File: src/rtl/vga_cmd_defs.sv
// Shared definitions for the VGA draw-command path: command geometry, opcodes,
// colour constants and the round-robin index helper used by the arbiter.
package vga_cmd_defs;

  localparam int unsigned CMD_WIDTH = 32;

  localparam logic [3:0] OP_CELL = 4'h0;
  localparam logic [3:0] OP_FILL = 4'h1;

  localparam logic [7:0] COLOR_PREY = 8'h3c;
  localparam logic [7:0] COLOR_HEAD = 8'h0f;
  localparam logic [7:0] COLOR_BG   = 8'hff;

  // Source index reached by stepping 'offset' places past 'base' around n sources.
  function automatic int unsigned rr_index(input int unsigned base,
                                           input int unsigned offset,
                                           input int unsigned n);
    return (base + offset) % n;
  endfunction

endpackage

File: src/rtl/cmd_fifo.sv
// Per-source synchronous command FIFO; a push into a full FIFO is accepted only
// when a pop happens in the same cycle.
module cmd_fifo #(
  parameter int unsigned WIDTH = 32,
  parameter int unsigned DEPTH = 8,
  parameter int unsigned AW    = 3
) (
  input  logic             clk,
  input  logic             rst,
  input  logic             wr_en,
  input  logic [WIDTH-1:0] din,
  output logic             full,
  input  logic             rd_en,
  output logic [WIDTH-1:0] dout,
  output logic             empty
);

  logic [WIDTH-1:0] mem [DEPTH];
  logic [AW:0]      wr_ptr;
  logic [AW:0]      rd_ptr;
  logic             do_wr;
  logic             do_rd;

  assign empty = (wr_ptr == rd_ptr);
  assign full  = (wr_ptr[AW] != rd_ptr[AW]) && (wr_ptr[AW-1:0] == rd_ptr[AW-1:0]);
  assign do_rd = rd_en & ~empty;
  assign do_wr = wr_en & (~full | do_rd);
  assign dout  = mem[rd_ptr[AW-1:0]];

  always_ff @(posedge clk) begin
    if (rst) begin
      wr_ptr <= '0;
      rd_ptr <= '0;
    end else begin
      if (do_wr) wr_ptr <= wr_ptr + 1'b1;
      if (do_rd) rd_ptr <= rd_ptr + 1'b1;
    end
  end

  always_ff @(posedge clk) begin
    if (do_wr) mem[wr_ptr[AW-1:0]] <= din;
  end

endmodule

File: src/rtl/vga_cmd_arbiter.sv
// Round-robin arbiter sharing the renderer's draw-command input between
// NUM_REQ buffered sources through a registered valid/ready output stage.
module vga_cmd_arbiter #(
  parameter int unsigned NUM_REQ    = 3,
  parameter int unsigned CMD_WIDTH  = vga_cmd_defs::CMD_WIDTH,
  parameter int unsigned FIFO_DEPTH = 8,
  parameter int unsigned FIFO_AW    = 3
) (
  input  logic                         clk,
  input  logic                         rst,
  input  logic                         enb,
  input  logic [NUM_REQ*CMD_WIDTH-1:0] req_cmd,
  input  logic [NUM_REQ-1:0]           req_vld,
  output logic [NUM_REQ-1:0]           req_full,
  output logic [NUM_REQ-1:0]           req_ovf,
  output logic [CMD_WIDTH-1:0]         cmd,
  output logic                         cmd_vld,
  input  logic                         cmd_rdy,
  output logic [$clog2(NUM_REQ)-1:0]   cmd_src
);
  import vga_cmd_defs::*;

  localparam int unsigned SRC_W = $clog2(NUM_REQ);

  logic [NUM_REQ-1:0]   empty;
  logic [NUM_REQ-1:0]   pop;
  logic [CMD_WIDTH-1:0] head [NUM_REQ];
  logic [SRC_W-1:0]     rr_ptr;
  logic [SRC_W-1:0]     winner;
  logic [SRC_W-1:0]     scan;
  logic                 found;
  logic                 any_pending;
  logic                 load;

  for (genvar i = 0; i < NUM_REQ; i++) begin : g_fifo
    cmd_fifo #(
      .WIDTH (CMD_WIDTH),
      .DEPTH (FIFO_DEPTH),
      .AW    (FIFO_AW)
    ) u_fifo (
      .clk   (clk),
      .rst   (rst),
      .wr_en (req_vld[i]),
      .din   (req_cmd[i*CMD_WIDTH +: CMD_WIDTH]),
      .full  (req_full[i]),
      .rd_en (pop[i]),
      .dout  (head[i]),
      .empty (empty[i])
    );
  end

  assign any_pending = ~&empty;
  assign load        = enb & (~cmd_vld | cmd_rdy) & any_pending;

  // Scan starts one past the last winner, so the last winner has lowest priority.
  always_comb begin
    winner = rr_ptr;
    found  = 1'b0;
    scan   = '0;
    for (int unsigned k = 1; k <= NUM_REQ; k++) begin
      scan = SRC_W'(rr_index(32'(rr_ptr), k, NUM_REQ));
      if (!found && !empty[scan]) begin
        found  = 1'b1;
        winner = scan;
      end
    end
  end

  always_comb begin
    pop = '0;
    if (load) pop[winner] = 1'b1;
  end

  always_ff @(posedge clk) begin
    if (rst) begin
      cmd     <= '0;
      cmd_vld <= 1'b0;
      cmd_src <= '0;
      rr_ptr  <= SRC_W'(NUM_REQ - 1);
    end else if (load) begin
      cmd     <= head[winner];
      cmd_src <= winner;
      cmd_vld <= 1'b1;
      rr_ptr  <= winner;
    end else if (cmd_vld && cmd_rdy) begin
      cmd_vld <= 1'b0;
    end
  end

  // A push into a full FIFO survives only if that FIFO is popped in the same cycle.
  always_ff @(posedge clk) begin
    if (rst) req_ovf <= '0;
    else     req_ovf <= req_ovf | (req_vld & req_full & ~pop);
  end

endmodule

File: config.mk
export PLATFORM = sky130hd
export DESIGN_NAME = vga_cmd_arbiter
export DESIGN_NICKNAME = d
export VERILOG_FILES = /design/src/rtl/vga_cmd_defs.sv /design/src/rtl/cmd_fifo.sv /design/src/rtl/vga_cmd_arbiter.sv
export SDC_FILE = /design/constraint.sdc
export NUM_CORES = 1
export LEC_CHECK = 0
export CORE_ASPECT_RATIO = 1.2
export CORE_MARGIN = 2
export CORE_UTILIZATION = 65
export CTS_CLUSTER_DIAMETER = 50
export DETAILED_ROUTE_END_ITERATION = 6
export PLACE_DENSITY_LB_ADDON = 0.12
export SLEW_MARGIN = 5
export SYNTH_ARGS = -nofsm -noshare
export SYNTH_HDL_FRONTEND = slang
export SYNTH_SLANG_ARGS = --single-unit
File: constraint.sdc
create_clock -name clk -period 9 [get_ports clk]
set_input_delay 1.8 -clock clk [delete_from_list [all_inputs] [get_ports clk]]
set_output_delay 1.8 -clock clk [all_outputs]
set_load 0.05 [all_outputs]
==> results of run 1 <==
[cell families (layout without fill, tap and decap cells)]
| group | count (synthesis) | after routing | share of synthesized area |
|---|---|---|---|
| xor+xnor | 14 | 14 | 0.00374 |
| buf+inv | 113 | 326 | 0.0148 |
| fa+ha+maj | 8 | 8 | 0.00306 |
| compound gates | 134 | 134 | 0.0305 |
| flops | 840 | 840 | 0.748 |
| simple gates | 176 | 176 | 0.0293 |
| other cells | 0 | 1 | 0 |
| mux | 315 | 315 | 0.171 |
[synthesized netlist by cell type, drive strengths merged, types with 4 or more instances]
cell type	instances	area, um^2
edfxtp	768	23100
nand3	15	75.1
nor2	51	199
a31oi	5	31.3
nor4b	6	52.6
nand4	12	75.1
dfxtp	72	1440
and4	4	35.0
xor2	12	105
nor2b	8	50.1
a211oi	4	40.0
a22oi	33	248
mux2i	99	991
or3	6	37.5
o211ai	5	47.5
a21oi	19	95.1
buf	49	244
a221o	17	170
nor4	12	109
nand2	20	75.1
ha	8	100
mux2	24	270
o21ai	29	145
nor3	31	165
or4	5	45.0
inv	12	45.0
mux4	192	4320
clkbuf	51	191
[stage by stage]
step           cells   util  area [um^2]
6_report        2458  0.748        37400
5_1_grt         2457  0.748        37400
4_1_cts         2457  0.748        37400
3_5_place_dp    2321  0.700        35000
3_3_place_gp    2321  0.700        35000
2_1_floorplan   1600      -        32800
[registers in the layout (all words and copies together) (netlist names), named ones only]
name                  flops
cmd                      32
rr_ptr                    1
cmd_vld                   1
g_fifo.u_fifo.wr_ptr     12
req_ovf                   3
g_fifo.u_fifo.rd_ptr     12
cmd_src                   2
g_fifo.u_fifo.mem       768
[power by group through the flow]
stage               clock network [W]  registers (W)  logic (W)
global placement                    0        0.00468    0.00162
floorplan                           0        0.00487   0.000921
finish                        0.00314        0.00461    0.00165
global route                  0.00334        0.00463    0.00174
detailed placement                  0        0.00469    0.00165
CTS                           0.00318        0.00461    0.00165
[how the worst max path moves through the flow]
| stage | to | slack [ns] | cells past startpoint |
|---|---|---|---|
| floorplan | g_fifo[0].u_fifo.mem[1][0] | 2.48 | 6 |
| global placement | g_fifo[2].u_fifo.mem[4][8] | 3.25 | 8 |
| detailed placement | g_fifo[2].u_fifo.mem[4][23] | 3.11 | 8 |
| CTS | g_fifo[2].u_fifo.mem[4][9] | 3.35 | 9 |
| global route | g_fifo[2].u_fifo.mem[4][9] | 2.85 | 9 |
| finish | g_fifo[2].u_fifo.mem[5][10] | 3.32 | 9 |
[critical path: stages, from the launching register on]
cell	delay (ns)
dfxtp_1	0.62
xor2_1	0.22
nor4_2	1.00
nand4_1	0.21
o211ai_2	0.34
a2bb2oi_2	0.20
nor4_4	0.94
o21ai_1	0.42
nor4b_2	0.85
buf_4	0.50
[metal layers]
metal | routed length (um) | vias to the layer above
met5 | 0 | -
li1 | - | 6970
met4 | 2120 | 0
met3 | 4500 | 117
met1 | 26700 | 8334
met2 | 34500 | 565
[layout make-up]
cell class	count	area share
Multi-Input combinational cell	647	0.212
Antenna cell	1	0.0000669
Clock inverter	28	0.00558
Sequential cell	840	0.655
Tap cell	644	0.0215
Clock buffer	108	0.0593
Inverter	13	0.00130
Timing Repair Buffer	177	0.0450
[cell usage in the layout (no fill, tap or decap), types with 22 or more instances in the layout]
cell and instances:
buf_4 35, nor2_1 47, dfxtp_1 63, edfxtp_1 768, nor3_1 22, clkdlybuf4s50_1 142, o21ai_1 22, mux2i_1 99
clkbuf_16 82, a22oi_1 33, mux4_2 192
==> summary.md, run 1 <==
| Metric | Value |
|---|---|
| Port-buffer cells | `143` |
| Pin count of the biggest net entering global routing | `71` |
| Final hold viol count | `0` |
| CP Capture Type | `flop` |
| Hold Path Class | `flop to flop` |
| Leak pwr | `11.6 nW` |
| Crit path time final | `5.68 ns` |
| GR Layer Usage met3 | `0.0459` |
| CTS tree | `done` |
| # resized after CTS | `0` |
| Final setup violation count | `0` |
| Final Max Tran Viols | `0` |
| Clk sinks | `840` |
| Yosys warns | `0` |
| DIE AREA | `52200 um^2` |
| Met2 Use GR | `0.443` |
| Vias | `16000` |
| DR vias/cell | `6.50` |
| Critical path launch point type | `flop` |
| Clk_skew | `0.0134 ns` |
| Post-DP HPWL | `41100 um` |
| Worst setup path start | `g_fifo[2].u_fifo.wr_ptr[0]` |
| Combinational power share | `0.176` |
| Post-synth EDFFs | `768` |
| VDD IR max | `163 uV` |
| Maxcap violations | `0` |
| Drt total wl | `67800 um` |
| Final ANT Viol Nets | `0` |
| Nets | `1868` |
| Worst-path clk slew | `0.06 ns` |
| Die W | `209 um` |
| Reg2reg path depth | `9` |
| Die Y | `250 um` |
| Status | `complete, no violations` |
| Worst hold stages | `1` |
| Share of cells above drive strength 1 | `0.221` |
| Ports | `144` |
| NetSw | `0.00248 W` |
| PD cells | `251 nW/um^2` |
| Met1 Use GR | `0.365` |
| Gp weighted congestion | `0.882` |
| CTS max path bufs | `3` |
| Crit Path Class | `flop to flop` |
| Slew HR | `0.189` |
| CP arrival | `5.93 ns` |
| Fillcell total | `2807` |
| Worst Tran Pin Value | `1.21 ns` |
| Peak Freq | `176 MHz` |
| Main flop type after synthesis | `edfxtp_1` |
| Yosys cell types | `64` |
| Multi-input logic area | `7930 um^2` |
| Hold_ws | `0.495 ns` |
| Gr ovfl total | `0` |
| Synth Register Bits | `840` |
| Vias in the first global route | `16300` |
| Crit-path max FO | `25` |
| Average cell area after synthesis | `20.5 um^2` |
| FF-to-FF setup slack | `3.32 ns` |
| WHS Endpoint | `cmd[28]` |
| Hold path startpoint | `cmd[28]` |
| P_int | `0.00691 W` |
| Switching Share | `0.264` |
| Clock power frac | `0.334` |
| Site Rows | `90` |
| Tcrit/Tclk final | `0.631` |
| Dpl ws | `3.11 ns` |
| Register area | `24500 um^2` |
| H-tree depth | `3` |
| Netlist Area Pre-Place | `32800 um^2` |
| Post-CTS Setup Bufs | `0` |
| RSZ-0062 raised after global routing | `false` |
| Initial drt markers | `1445` |
| Clock latency on the worst-skew pair | `0.61 ns` |
| Post-cts hold buffer count | `0` |
| Drt drc | `0` |
| Register area share after synthesis | `0.748` |
| Area Overhead vs Synth | `14.3%` |
| First-pass GRT wire length | `102000 um` |
| CTS Buf Count | `78` |
| Clock tree root driver cell | `clkbuf_16` |
| Core area | `50000 um^2` |
| Power share of the sequential group | `0.490` |
| Top Usage Layer GRT | `met2` |
| Post-synth ARST share | `0` |
| Worst R2R Start | `g_fifo[2].u_fifo.wr_ptr[0]` |
| Initial Util | `0.655` |
| Syn_nets | `1711` |
| Reg-to-reg endpoint | `g_fifo[2].u_fifo.mem[5][10]` |
| First-pass DRT Iterations | `5` |
| Initial antenna violation count | `2` |
| WL/cell | `27.6 um` |
| GRT Overall Usage | `0.268` |
| Syn Inst Count | `1600` |
| Req. time, crit path | `9.26 ns` |
| Total Neg Setup Slack | `0 ns` |
| Fin worst setup slack | `3.32 ns` |
| Pwr Total | `0.00940 W` |
Power figures use the tool's default switching activity.
==> inputs of run 2 (changes only) <==
Settings changed: CORE_UTILIZATION 65 to 54.
Clock period 9 ns to 4.7 ns, I/O delays scaled along.
==> run 2 against run 1 <==
  * Sequential share of layout area is 1.2 points lower
  * Final cell count is 7.6% higher
  * Largest cell class unchanged
  * Flip-flop and latch count stayed put
  * Die area is 20% higher
  * Critical path type unchanged
  * First-iteration DRC count is 14% higher
  * Non-clock buffer count is 17 higher
  * Wire length is 3.4% higher
  * Combinational power is 93% higher
  * Critical endpoint is now g_fifo[1].u_fifo.mem[5][30]
==> summary.md, run 2 (synthesis gave the netlist of run 1 again) <==
| Metric | Value |
|---|---|
| Status | `complete, no violations` |
| Dpl cells | `2494 (+7.5%)` |
| Site Rows | `98 (+8.9%)` |
| Most common cell after layout, fill and taps aside | `edfxtp_1` |
| CTS Buf Count | `82 (+5.1%)` |
| Leak pwr | `11.8 nW (+2.0%)` |
| Post-CTS Setup Bufs | `0 (unchanged)` |
| RSZ-0062 raised after global routing | `false` |
| # resized after CTS | `0 (unchanged)` |
| Worst hold stages | `2 (+1)` |
| Maxcap violations | `0 (unchanged)` |
| Final non-filler cell total | `2645 (+7.6%)` |
| Worst-path clk slew | `0.06 ns (about the same)` |
| Die W | `229 um (+9.5%)` |
| Die Y | `274 um (+9.6%)` |
| FF-to-FF setup slack | `0.30 ns (-3.02 ns)` |
| Initial drt markers | `1644 (+14%)` |
| WL/cell | `26.5 um (-3.9%)` |
| Vias | `16000 (+0.081%)` |
| Final hold viol count | `0 (unchanged)` |
| Pin count of the biggest net entering global routing | `82 (+15%)` |
| Register area | `24500 um^2 (unchanged)` |
| Crit Path Class | `flop to flop` |
| Fillcell total | `4128 (+47%)` |
| Gr ovfl total | `0 (unchanged)` |
| Share of cells above drive strength 1 | `0.234 (+0.0136)` |
| First-pass DRT Iterations | `6 (+1)` |
| Final ANT Viol Nets | `0 (unchanged)` |
| Final setup violation count | `0 (unchanged)` |
| Worst R2R Start | `g_fifo[2].u_fifo.wr_ptr[1]` |
| DR vias/cell | `6.05 (-7.0%)` |
| Peak Freq | `227 MHz (+29%)` |
| Cell Area, Placed | `35400 um^2 (+1.2%)` |
| GRT Overall Usage | `0.229 (-0.0391)` |
| Slew HR | `0.204 (+0.0144)` |
| CTS max path bufs | `3 (unchanged)` |
| Crit-path max FO | `32 (+28%)` |
| CP Capture Type | `flop` |
| CP arrival | `4.62 ns (-1.31 ns)` |
| Drt drc | `0 (unchanged)` |
| Port-buffer cells | `143 (unchanged)` |
| Total Neg Setup Slack | `0 ns (unchanged)` |
| Initial antenna violation count | `4 (+2)` |
| Clk sinks | `840 (unchanged)` |
| WHS Endpoint | `cmd_src[1]` |
| First-pass GRT wire length | `105000 um (+2.9%)` |
| H-tree depth | `3 (unchanged)` |
| Reg-to-reg endpoint | `g_fifo[1].u_fifo.mem[5][30]` |
| Drt total wl | `70100 um (+3.4%)` |
| Clock tree root driver cell | `clkbuf_16` |
| Fin worst setup slack | `0.303 ns (-3.02 ns)` |
| Clock latency on the worst-skew pair | `0.62 ns (about the same)` |
| Core area | `59800 um^2 (+20%)` |
| Area Overhead vs Synth | `16.4%` |
| Fin area | `38100 um^2 (+1.9%)` |
| Initial Util | `0.547 (-0.108)` |
| Tcrit/Tclk final | `0.936 (+0.305)` |
| Clk_skew | `0.0263 ns (+0.0129 ns)` |
| Critical path launch point type | `flop` |
| Crit path time final | `4.40 ns (-1.28 ns)` |
| Post-DP HPWL | `43800 um (+6.6%)` |
| Nets | `1889 (+1.1%)` |
| Reg2reg path depth | `8 (-1)` |
| Vias in the first global route | `16300 (+0.38%)` |
| Gp weighted congestion | `0.913 (+3.5%)` |
| Hold Path Class | `flop to flop` |
| Hold path startpoint | `cmd_src[1]` |
| PD cells | `489 nW/um^2 (+95%)` |
| DIE AREA | `62700 um^2 (+20%)` |
| Worst Tran Pin Value | `1.19 ns (-0.0214 ns)` |
| Multi-input logic area | `7970 um^2 (+0.47%)` |
| CTS tree | `done` |
| Req. time, crit path | `4.92 ns (-4.34 ns)` |
| Max reg flops | `768 (unchanged)` |
| Ports | `144 (unchanged)` |
| Final Max Tran Viols | `0 (unchanged)` |
| Most frequent cells in the layout | `edfxtp_1, mux4_2, clkdlybuf4s50_1` |
| VDD IR max | `270 uV (+65%)` |
| Post-cts hold buffer count | `0 (unchanged)` |
| Dpl ws | `0.373 ns (-2.73 ns)` |
-- run 2: where the power goes --
group / switching [W] / internal (W)
Clock: 0.00269 / 0.00392
Combinational: 0.00191 / 0.00128
Sequential: 0.000307 / 0.00854
-- run 2: cell type report --
class                   instances  share of cell area
clock buffers                 105              0.0577
diodes                          1           0.0000656
well taps                     800              0.0263
multi-input cells             647               0.209
flip-flops and latches        840               0.643
clock inverters                45              0.0136
repair buffers                194              0.0488
inverters                      13             0.00128
-- run 2: critical path, cell delays in order (launching register included) --
cell and delay, ns:
dfxtp_1 0.59, xor2_1 0.20, o41ai_1 0.59, o2111ai_1 0.35, o32ai_1 0.29, a2bb2oi_2 0.42
o221a_2 0.30, o21ai_1 0.23, nor2_4 1.01
-- run 2: how the worst max path moves through the flow --
stage,slack (ns),cells after the start,to,from
after global routing,0.003,8,g_fifo[1].u_fifo.mem[5][6],g_fifo[2].u_fifo.wr_ptr[0]
after CTS,0.35,8,g_fifo[1].u_fifo.mem[7][30],g_fifo[2].u_fifo.wr_ptr[0]
after detailed placement,0.37,8,g_fifo[1].u_fifo.mem[7][27],g_fifo[1].u_fifo.wr_ptr[0]
final,0.30,8,g_fifo[1].u_fifo.mem[5][30],g_fifo[2].u_fifo.wr_ptr[1]
after floorplan,-1.50,10,g_fifo[2].u_fifo.mem[1][0],cmd_src[0]
after global placement,0.51,8,g_fifo[1].u_fifo.mem[5][27],g_fifo[2].u_fifo.wr_ptr[0]
-- run 2: metrics by stage --
step,total power (W),utilization,hold WS [ns]
floorplan,0.0111,-,0.500
global placement,0.0121,0.592,0.481
global route,0.0193,0.637,0.529
finish,0.0186,0.637,0.492
CTS,0.0188,0.637,0.489
detailed placement,0.0122,0.592,0.482
-- run 2: per-layer routing --
layer,global-route usage,share of wire
met1,0.311,0.40
met2,0.377,0.50
met3,0.0381,0.061
met4,0.0846,0.030
met5,0,0.00053
